[src/rtl/network_consts_pkg.sv]
// Network-wide widths, probe message encodings and the output-slot state type
// shared by the probe channel arbiter and its selector.
package network_consts_pkg;

   localparam int SRC_W   = 2;
   localparam int ADDR_W  = 26;
   localparam int PTYPE_W = 2;

   typedef enum logic [PTYPE_W-1:0] {
      P_PROBE_INVALIDATE = 2'd0,
      P_PROBE_COPY       = 2'd1,
      P_PROBE_DOWNGRADE  = 2'd2
   } p_type_e;

   typedef enum logic [0:0] {
      SLOT_EMPTY = 1'b0,
      SLOT_FULL  = 1'b1
   } slot_state_e;

endpackage

[src/rtl/rr_select.sv]
// Combinational round-robin selector: first requester at or after rr_ptr wins.
module rr_select #(
   parameter int N_CLIENTS = 2,
   parameter int IDX_W     = $clog2(N_CLIENTS)
) (
   input  logic [N_CLIENTS-1:0] req,
   input  logic [IDX_W-1:0]     rr_ptr,
   output logic [N_CLIENTS-1:0] grant,
   output logic [IDX_W-1:0]     idx,
   output logic                 any
);

   localparam logic [IDX_W:0] N_L = (IDX_W+1)'(N_CLIENTS);

   // Walk the ring from rr_ptr; once a grant is taken later requesters are masked.
   always_comb begin
      logic [IDX_W:0]   sum_s;
      logic [IDX_W-1:0] pos_s;
      logic             take_s;
      grant  = '0;
      idx    = rr_ptr;
      any    = 1'b0;
      sum_s  = '0;
      pos_s  = '0;
      take_s = 1'b0;
      for (int k = 0; k < N_CLIENTS; k++) begin
         sum_s       = {1'b0, rr_ptr} + (IDX_W+1)'(k);
         sum_s       = (sum_s >= N_L) ? (sum_s - N_L) : sum_s;
         pos_s       = sum_s[IDX_W-1:0];
         take_s      = req[pos_s] & ~any;
         grant[pos_s] = grant[pos_s] | take_s;
         idx         = take_s ? pos_s : idx;
         any         = any | take_s;
      end
   end

endmodule

[src/rtl/probe_channel_arbiter.sv]
// Round-robin arbiter sharing one probe/release channel among N_CLIENTS sources,
// stamping header_src with the winner's network ID into a single-entry output slot.
module probe_channel_arbiter
   import network_consts_pkg::*;
#(
   parameter int N_CLIENTS = 2,
   parameter int SRC_W     = network_consts_pkg::SRC_W,
   parameter int ADDR_W    = network_consts_pkg::ADDR_W,
   parameter int PTYPE_W   = network_consts_pkg::PTYPE_W,
   parameter int SRC_BASE  = 0,
   parameter int IDX_W     = $clog2(N_CLIENTS)
) (
   input  logic                         clk,
   input  logic                         reset,
   input  logic [N_CLIENTS-1:0]         io_in_valid,
   output logic [N_CLIENTS-1:0]         io_in_ready,
   input  logic [N_CLIENTS*SRC_W-1:0]   io_in_bits_header_dst,
   input  logic [N_CLIENTS*ADDR_W-1:0]  io_in_bits_payload_addr_block,
   input  logic [N_CLIENTS*PTYPE_W-1:0] io_in_bits_payload_p_type,
   input  logic                         io_out_ready,
   output logic                         io_out_valid,
   output logic [SRC_W-1:0]             io_out_bits_header_src,
   output logic [SRC_W-1:0]             io_out_bits_header_dst,
   output logic [ADDR_W-1:0]            io_out_bits_payload_addr_block,
   output logic [PTYPE_W-1:0]           io_out_bits_payload_p_type,
   output logic [IDX_W-1:0]             io_chosen
);

   slot_state_e          state_r, state_nxt_s;
   logic                 full_s;
   logic [IDX_W-1:0]     rr_ptr_r;
   logic [N_CLIENTS-1:0] grant_s;
   logic [IDX_W-1:0]     idx_s;
   logic                 any_s, can_acc_s, enq_s, deq_s;
   logic [SRC_W-1:0]     dst_s, src_r, dst_r;
   logic [ADDR_W-1:0]    addr_s, addr_r;
   logic [PTYPE_W-1:0]   ptype_s, ptype_r;

   rr_select #(.N_CLIENTS(N_CLIENTS), .IDX_W(IDX_W)) u_rr_select (
      .req    (io_in_valid),
      .rr_ptr (rr_ptr_r),
      .grant  (grant_s),
      .idx    (idx_s),
      .any    (any_s)
   );

   // Handshake: a full slot still accepts when it drains this cycle; reset blocks grants at once.
   always_comb begin
      can_acc_s   = ~full_s | io_out_ready;
      io_in_ready = (can_acc_s & any_s & ~reset) ? grant_s : '0;
      enq_s       = |(io_in_valid & io_in_ready);
      deq_s       = full_s & io_out_ready;
      io_chosen   = idx_s;
   end

   // Winner's fields, picked by AND-OR over the one-hot grant.
   always_comb begin
      dst_s   = '0;
      addr_s  = '0;
      ptype_s = '0;
      for (int i = 0; i < N_CLIENTS; i++) begin
         dst_s   = dst_s   | ({SRC_W{grant_s[i]}}   & io_in_bits_header_dst[i*SRC_W +: SRC_W]);
         addr_s  = addr_s  | ({ADDR_W{grant_s[i]}}  & io_in_bits_payload_addr_block[i*ADDR_W +: ADDR_W]);
         ptype_s = ptype_s | ({PTYPE_W{grant_s[i]}} & io_in_bits_payload_p_type[i*PTYPE_W +: PTYPE_W]);
      end
   end

   // Slot state register.
   always_ff @(posedge clk or posedge reset) begin
      if (reset) begin
         state_r <= SLOT_EMPTY;
      end else begin
         state_r <= state_nxt_s;
      end
   end

   // Slot next state: fill on enq, drain only when nothing refills it.
   always_comb begin
      state_nxt_s = state_r;
      case (state_r)
         SLOT_EMPTY: state_nxt_s = enq_s ? SLOT_FULL : SLOT_EMPTY;
         SLOT_FULL:  state_nxt_s = (deq_s & ~enq_s) ? SLOT_EMPTY : SLOT_FULL;
         default:    state_nxt_s = SLOT_EMPTY;
      endcase
   end

   // Slot state decode.
   always_comb begin
      full_s = 1'b0;
      case (state_r)
         SLOT_EMPTY: full_s = 1'b0;
         SLOT_FULL:  full_s = 1'b1;
         default:    full_s = 1'b0;
      endcase
      io_out_valid = full_s;
   end

   // Round-robin pointer advances past the winner on every enq.
   always_ff @(posedge clk or posedge reset) begin
      if (reset) begin
         rr_ptr_r <= '0;
      end else if (enq_s) begin
         rr_ptr_r <= (idx_s == IDX_W'(N_CLIENTS-1)) ? '0 : idx_s + IDX_W'(1);
      end
   end

   // Slot data carries no reset; it is only meaningful while the slot is full.
   always_ff @(posedge clk) begin
      if (enq_s) begin
         src_r   <= SRC_W'(SRC_BASE) + SRC_W'(idx_s);
         dst_r   <= dst_s;
         addr_r  <= addr_s;
         ptype_r <= ptype_s;
      end
   end

   assign io_out_bits_header_src         = src_r;
   assign io_out_bits_header_dst         = dst_r;
   assign io_out_bits_payload_addr_block = addr_r;
   assign io_out_bits_payload_p_type     = ptype_r;

endmodule

[config.mk]
export PLATFORM = sky130hd
export DESIGN_NAME = probe_channel_arbiter
export DESIGN_NICKNAME = d
export VERILOG_FILES = /design/src/rtl/network_consts_pkg.sv /design/src/rtl/rr_select.sv /design/src/rtl/probe_channel_arbiter.sv
export SDC_FILE = /design/constraint.sdc
export NUM_CORES = 1
export LEC_CHECK = 0
export BUFFER_PORTS_ARGS = -buffer_cell sky130_fd_sc_hd__buf_2
export CAP_MARGIN = 20
export CELL_PAD_IN_SITES_DETAIL_PLACEMENT = 1
export CELL_PAD_IN_SITES_GLOBAL_PLACEMENT = 2
export CORE_ASPECT_RATIO = 0.75
export CORE_MARGIN = 5
export CORE_UTILIZATION = 27
export CTS_BUF_LIST = sky130_fd_sc_hd__clkbuf_4 sky130_fd_sc_hd__clkbuf_8
export CTS_CLUSTER_SIZE = 8
export DETAILED_ROUTE_END_ITERATION = 7
export GPL_ROUTABILITY_DRIVEN = 0
export PLACE_DENSITY_LB_ADDON = 0.1
export SLEW_MARGIN = 25
export SYNTH_ARGS = -nofsm -noshare
export SYNTH_HDL_FRONTEND = slang
export SYNTH_HIERARCHICAL = 1
export SYNTH_SLANG_ARGS = --single-unit
export TNS_END_PERCENT = 5
[constraint.sdc]
create_clock -name clk -period 4.1 [get_ports clk]
set_input_delay 0.82 -clock clk [delete_from_list [all_inputs] [get_ports clk]]
set_output_delay 0.82 -clock clk [all_outputs]
set_load 0.01 [all_outputs]
==> flow_metrics.py, run 1 <==
metrics = {
    "timing": {
        "period_needed_ns": 2.697,
        "setup_tns_ns": 0,
        "max_freq_ghz": 0.3707,
        "worstMarginPinSlew_ns": 0.7154,
        "finClkSkew_ns": 0.001252,
        "fin_crit_sh_pct": 65.79,
        "grt_setup_unrepaired": "no",
        "slew_viol_final": 0,
        "timing.final.setup_violations": 0,
        "max_slew_margin_pct": 52.03,
        "timing_hold_violations_final": 0,
    },
    "synthesis": {
        "ys_seq_area_share_pct": 70.19,
        "postSynthNetCount": 152,
        "syn-instance-count": 87,
        "ys_warn_count": 6,
        "synth_area_mm2": 0.001398,
        "yosysUniqueCellTypes": 18,
        "avgSynthCellArea_um2": 16.06,
        "ys_seq_elements": 33,
    },
    "clocking": {
        "clock_latency_ns": 0.27,
        "ctsHoldBuffers": 0,
        "cts_resized": 0,
        "cts_sinks": 33,
        "root_buffer": "clkbuf_8",
        "clockBufferDepth": 2,
        "clk_pin_slew_ns": 0.06,
        "numCtsBuffers": 5,
        "cts_setup_buffers": 0,
        "cts_tree": "yes",
        "htreeDepth": 2,
    },
    "power_and_ir_drop": {
        "power.leakage_nw": 0.9637,
        "p_clk_share_pct": 31.4,
        "power.net_switching_mw": 0.2254,
        "combPwrFrac_pct": 22.1,
        "p_sw_share_pct": 24.39,
        "vdd_ir_drop_max_mv": 0.1809,
        "seq_power_share_pct": 46.5,
        "intPower_mw": 0.6986,
        "p_total_mw": 0.9240,
        "power_density_mw_per_mm2": 443.8,
    },
    "setup_path": {
        "crit_type": "input pin to output port",
        "max_stage_delay_ns": 0.58,
        "cp-end-kind": "output port",
        "critPathLaunchType": "input pin",
        "timing.critical_path.buf_inv": 2,
        "path_cells": "buf_2 -> a21boi_2 -> and2_1 -> buf_2",
        "crit_path_max_fanout": 16,
        "cp.arrival_ns": 1.88,
        "rrSetupSlack_ns": 1.94,
        "crit_required_ns": 3.28,
        "crit_slowest_cell": "a21boi_2",
        "crit_top_cell": "buf_2",
        "critPathTopFamily": "compound AO/OA/AOI/OAI gates",
    },
    "final_layout": {
        "antennaDiodeCount": 0,
        "layout_commonest_cell": "buf_2",
        "finalNetCount": 255,
        "syn_to_final_growth_pct": 48.97,
        "multi_input_area_um2": 379.1,
        "final_cell_mix": "buf_2, edfxtp_1, a22o_1",
        "layout-drive-gt1-share_pct": 59.69,
        "regArea_um2": 980.9,
        "n_fill_cell": 566,
    },
    "floorplan": {
        "start_util_pct": 28.21,
        "core_mm2": 0.004955,
        "fp.dieH_um": 72.31,
        "dieArea_mm2": 0.006730,
        "fp-row-count": 22,
        "io-pin-count": 101,
        "die_w_um": 93.08,
    },
    "worst_hold_path": {
        "hp-class": "input pin to async pin",
    },
    "global_route": {
        "grt_start_max_net_pins": 31,
        "grt_pass1_wl_um": 6003,
        "overflow": 0,
        "grt_pass1_vias": 1266,
        "antenna_found_initial": 0,
        "gr-usage-all-layers_pct": 11.59,
    },
    "routing": {
        "drt_iter0_drc": 33,
        "wire_per_inst_um": 15.40,
        "drt-vias-per-instance": 4.530,
        "dr.pass1.iters": 4,
        "wirelength_um": 3866,
        "dr_total_vias": 1137,
        "ant_nets": 0,
        "drc_errors": 0,
    },
    "place": {
        "dpl.hpwl_um": 3140,
        "port_buffers": 99,
    },
    "job": {
        "cap_violations": 0,
    },
    "outcome": {
        "status": "complete, no violations",
    },
}
==> stage by stage <==
stage | cell area, um2 | setup WS (ns) | std cells | utilization (%) | hold WS, ns
global placement | 1972 | 1.393 | 243 | 39.80 | 0.5627
finish | 2082 | 1.403 | 251 | 42.02 | 0.4367
global route | 2082 | 1.278 | 251 | 42.02 | 0.4254
CTS | 2082 | 1.384 | 251 | 42.02 | 0.4248
detailed placement | 1972 | 1.385 | 243 | 39.80 | 0.5911
floorplan | 1398 | 1.299 | 87 | - | 0.5408
==> logic make-up after synthesis <==
| group | count (synthesis) | synth area share, % |
|---|---|---|
| compound gates | 33 | 20.68 |
| flops | 33 | 70.19 |
| buf+inv | 10 | 2.954 |
| simple gates | 9 | 5.193 |
| mux | 1 | 0.7162 |
| other cells | 1 | 0.2683 |
==> synthesized netlist by cell type <==
master	instances	area share (%)
a21boi_2	1	0.81
and2_1	2	0.90
nor4b_4	1	1.7
mux2i_1	1	0.72
or2_1	2	0.90
nor2_1	1	0.27
dfrtp_1	2	3.6
nor2_2	1	0.45
conb_1	1	0.27
a22oi_1	1	0.54
edfxtp_1	31	67
clkbuf_1	6	1.6
nor3b_1	1	0.54
buf_4	1	0.54
a22o_1	30	19
inv_1	3	0.81
nor2b_1	1	0.45
a21boi_1	1	0.54
==> power by group through the flow <==
| stage | Clock, mW | Combinational [mW] | Sequential (mW) |
|---|---|---|---|
| floorplan | 0 | 0.106 | 0.448 |
| global placement | 0 | 0.204 | 0.436 |
| detailed placement | 0 | 0.210 | 0.437 |
| CTS | 0.299 | 0.211 | 0.430 |
| global route | 0.317 | 0.230 | 0.433 |
| finish | 0.290 | 0.204 | 0.430 |
==> layer usage <==
metal / wire length [um] / track usage, %
met3: 354 / 4.560
met1: 1627 / 13.87
met4: 18 / 2.927
met5: 0 / 0
met2: 1866 / 19.71
==> final cells by class <==
type	instances	area share, %
Clock inverter	2	1.623
Timing Repair Buffer	103	25.24
Sequential cell	33	47.12
Tap cell	60	3.606
Inverter	3	0.5409
Clock buffer	6	3.666
Multi-Input combinational cell	44	18.21
==> state kept, by name, indices dropped and copies added, names as in the netlist <==
name,count
io_out_bits_header_src,1
rr_ptr_r,1
state_r,1
io_out_bits_payload_addr_block,26
io_out_bits_payload_p_type,2
io_out_bits_header_dst,2
==> path summary, 6_finish.rpt <==
kind,start,to,cells past startpoint
max reg2reg,rr_ptr_r,io_out_bits_payload_addr_block[5],4
min in group clk,rr_ptr_r,rr_ptr_r,2
max in group asynchronous,reset,state_r,2
max,io_in_valid[1],io_in_ready[0],4
min,reset,rr_ptr_r,2
min reg2reg,rr_ptr_r,rr_ptr_r,2
No activity file was read; power rests on OpenSTA's default activity.
==> run 2, diff against run 1 <==
--- a/config.mk
+++ b/config.mk
@@ -11,7 +11,7 @@
 export CELL_PAD_IN_SITES_GLOBAL_PLACEMENT = 2
 export CORE_ASPECT_RATIO = 0.75
 export CORE_MARGIN = 5
-export CORE_UTILIZATION = 27
+export CORE_UTILIZATION = 25
 export CTS_BUF_LIST = sky130_fd_sc_hd__clkbuf_4 sky130_fd_sc_hd__clkbuf_8
 export CTS_CLUSTER_SIZE = 8
 export DETAILED_ROUTE_END_ITERATION = 7
==> constraint.sdc (replaced) <==
create_clock -name clk -period 2.71 [get_ports clk]
set_input_delay 0.542 -clock clk [delete_from_list [all_inputs] [get_ports clk]]
set_output_delay 0.542 -clock clk [all_outputs]
set_load 0.01 [all_outputs]
==> run 2 against run 1 <==
  * Wire length up 8.7%
  * Global-route usage grew 0.35 points
  * Core utilization shrank 3.3 points
  * Largest cell class unchanged
  * Critical path type is now flip-flop to output port
  * Final cell count rose by 6.4%
  * Sequential cell count did not move
  * Via count is essentially flat
  * Die area increased by 7.0%
==> flow_metrics.py, run 2 (synthesis gave the netlist of run 1 again) <==
metrics = {
    "outcome": {
        "status": "complete, no violations",
    },
    "global_route": {
        "overflow": 0,
        "antenna_found_initial": 0,
        "grt_pass1_wl_um": 6389,
        "grtUsageMet1_pct": 13.79,
        "grt_pass1_vias": 1308,
        "top_usage_layer": "met2",
        "use_met2_pct": 19.51,
        "gr-usage-all-layers_pct": 11.94,
        "grt_start_max_net_pins": 19,
        "grt_use_met3_pct": 6.693,
    },
    "worst_hold_path": {
        "hp-class": "input pin to async pin",
    },
    "final_layout": {
        "utilization_pct": 38.76,
        "syn_to_final_growth_pct": 49.24,
        "final_cell_mix": "buf_2, edfxtp_1, a22o_1",
        "finalNetCount": 257,
        "antennaDiodeCount": 0,
        "layout-drive-gt1-share_pct": 59.90,
        "layout_commonest_cell": "buf_2",
        "largest_reg_flops": 26,
    },
    "timing": {
        "timing.final.setup_violations": 0,
        "fin_crit_sh_pct": 71.42,
        "max_freq_ghz": 0.5167,
        "setup_tns_ns": 0,
        "period_needed_ns": 1.935,
        "timing_hold_violations_final": 0,
        "holdWs_ns": 0.1582,
        "finClkSkew_ns": 0.003783,
        "grt_setup_unrepaired": "no",
        "slew_viol_final": 0,
    },
    "power_and_ir_drop": {
        "power_density_mw_per_mm2": 627.0,
        "p_total_mw": 1.308,
        "vdd_ir_drop_max_mv": 0.1657,
        "power.leakage_nw": 0.9595,
    },
    "routing": {
        "drt-vias-per-instance": 4.262,
        "dr.pass1.iters": 4,
        "wire_per_inst_um": 15.74,
        "drc_errors": 0,
        "drt_iter0_drc": 13,
        "dr_total_vias": 1138,
        "ant_nets": 0,
        "wirelength_um": 4202,
    },
    "job": {
        "cap_violations": 0,
    },
    "clocking": {
        "ctsHoldBuffers": 0,
        "cts_resized": 0,
        "cts_tree": "yes",
        "numCtsBuffers": 5,
        "htreeDepth": 2,
        "clk_pin_slew_ns": 0.06,
        "cts_sinks": 33,
        "clock_latency_ns": 0.27,
        "clockBufferDepth": 2,
        "cts_setup_buffers": 0,
        "root_buffer": "clkbuf_8",
    },
    "place": {
        "dpl.hpwl_um": 3474,
        "port_buffers": 99,
    },
    "floorplan": {
        "fp.dieH_um": 74.75,
        "dieArea_mm2": 0.007201,
        "start_util_pct": 25.97,
        "die_w_um": 96.34,
        "core_mm2": 0.005381,
        "io-pin-count": 101,
        "fp-row-count": 23,
    },
    "setup_path": {
        "cp-end-kind": "output port",
        "ff2ff_path_depth": 6,
        "timing.rr.end": "io_out_bits_payload_addr_block[2]",
        "cp.arrival_ns": 1.39,
        "critPathLaunchType": "flip-flop",
        "r2r_start": "rr_ptr_r",
        "crit_required_ns": 2.17,
        "crit_path_max_fanout": 15,
        "crit_type": "flip-flop to output port",
        "rrSetupSlack_ns": 0.85,
    },
}
==> run 2: changes by cell type in the layout (fill, tap and decap cells not counted) <==
cell and change:
buf_4 +2, bufinv_16 -1
==> run 2: per-stage QoR <==
step / instance area (um2) / setup slack (ns) / cells
floorplan: 1398 / 0.1871 / 87
global placement: 2006 / 0.6922 / 260
detailed placement: 2006 / 0.5957 / 260
CTS: 2086 / 0.7375 / 267
global route: 2086 / 0.6736 / 267
finish: 2086 / 0.7746 / 267
==> run 2: worst max-delay path: stages, from the launching register on <==
cell      delay [ns]
dfrtp_1         0.42
inv_1           0.07
a21boi_2        0.16
buf_4           0.21
and2_1          0.14
buf_2           0.12
==> run 2: layer usage <==
layer | part of all wire, % | wire, um
met3 | 12 | 498
met1 | 41 | 1709
met4 | 0.81 | 34
met2 | 47 | 1960
met5 | 0 | 0
==> run 2: report_power, final <==
group | internal, mW | leakage, nW | switching [mW]
sequential | 0.630 | 0.312 | 0.0197
combinational | 0.153 | 0.605 | 0.165
clock | 0.183 | 0.0421 | 0.157
==> run 2: layout make-up <==
| class | instances | area, um2 |
|---|---|---|
| Fill cell | 617 | 3296 |
| Sequential cell | 33 | 980.9 |
| Timing Repair Buffer | 105 | 540.5 |
| Multi-Input combinational cell | 44 | 379.1 |
| Tap cell | 75 | 93.84 |
| Clock buffer | 6 | 76.32 |
| Inverter | 3 | 11.26 |
| Clock inverter | 1 | 3.754 |
==> run 2: worst max-delay path by stage <==
stage | start | to | slack, ns | cells past startpoint
after floorplan | io_in_valid[1] | io_out_bits_header_dst[0] | 0.19 | 3
after global placement | io_in_valid[0] | io_out_bits_payload_addr_block[23] | 0.69 | 6
after detailed placement | io_in_valid[1] | io_out_bits_payload_addr_block[2] | 0.60 | 6
after CTS | rr_ptr_r | io_in_ready[1] | 0.74 | 5
after global routing | rr_ptr_r | io_in_ready[1] | 0.67 | 5
final | rr_ptr_r | io_in_ready[1] | 0.77 | 5
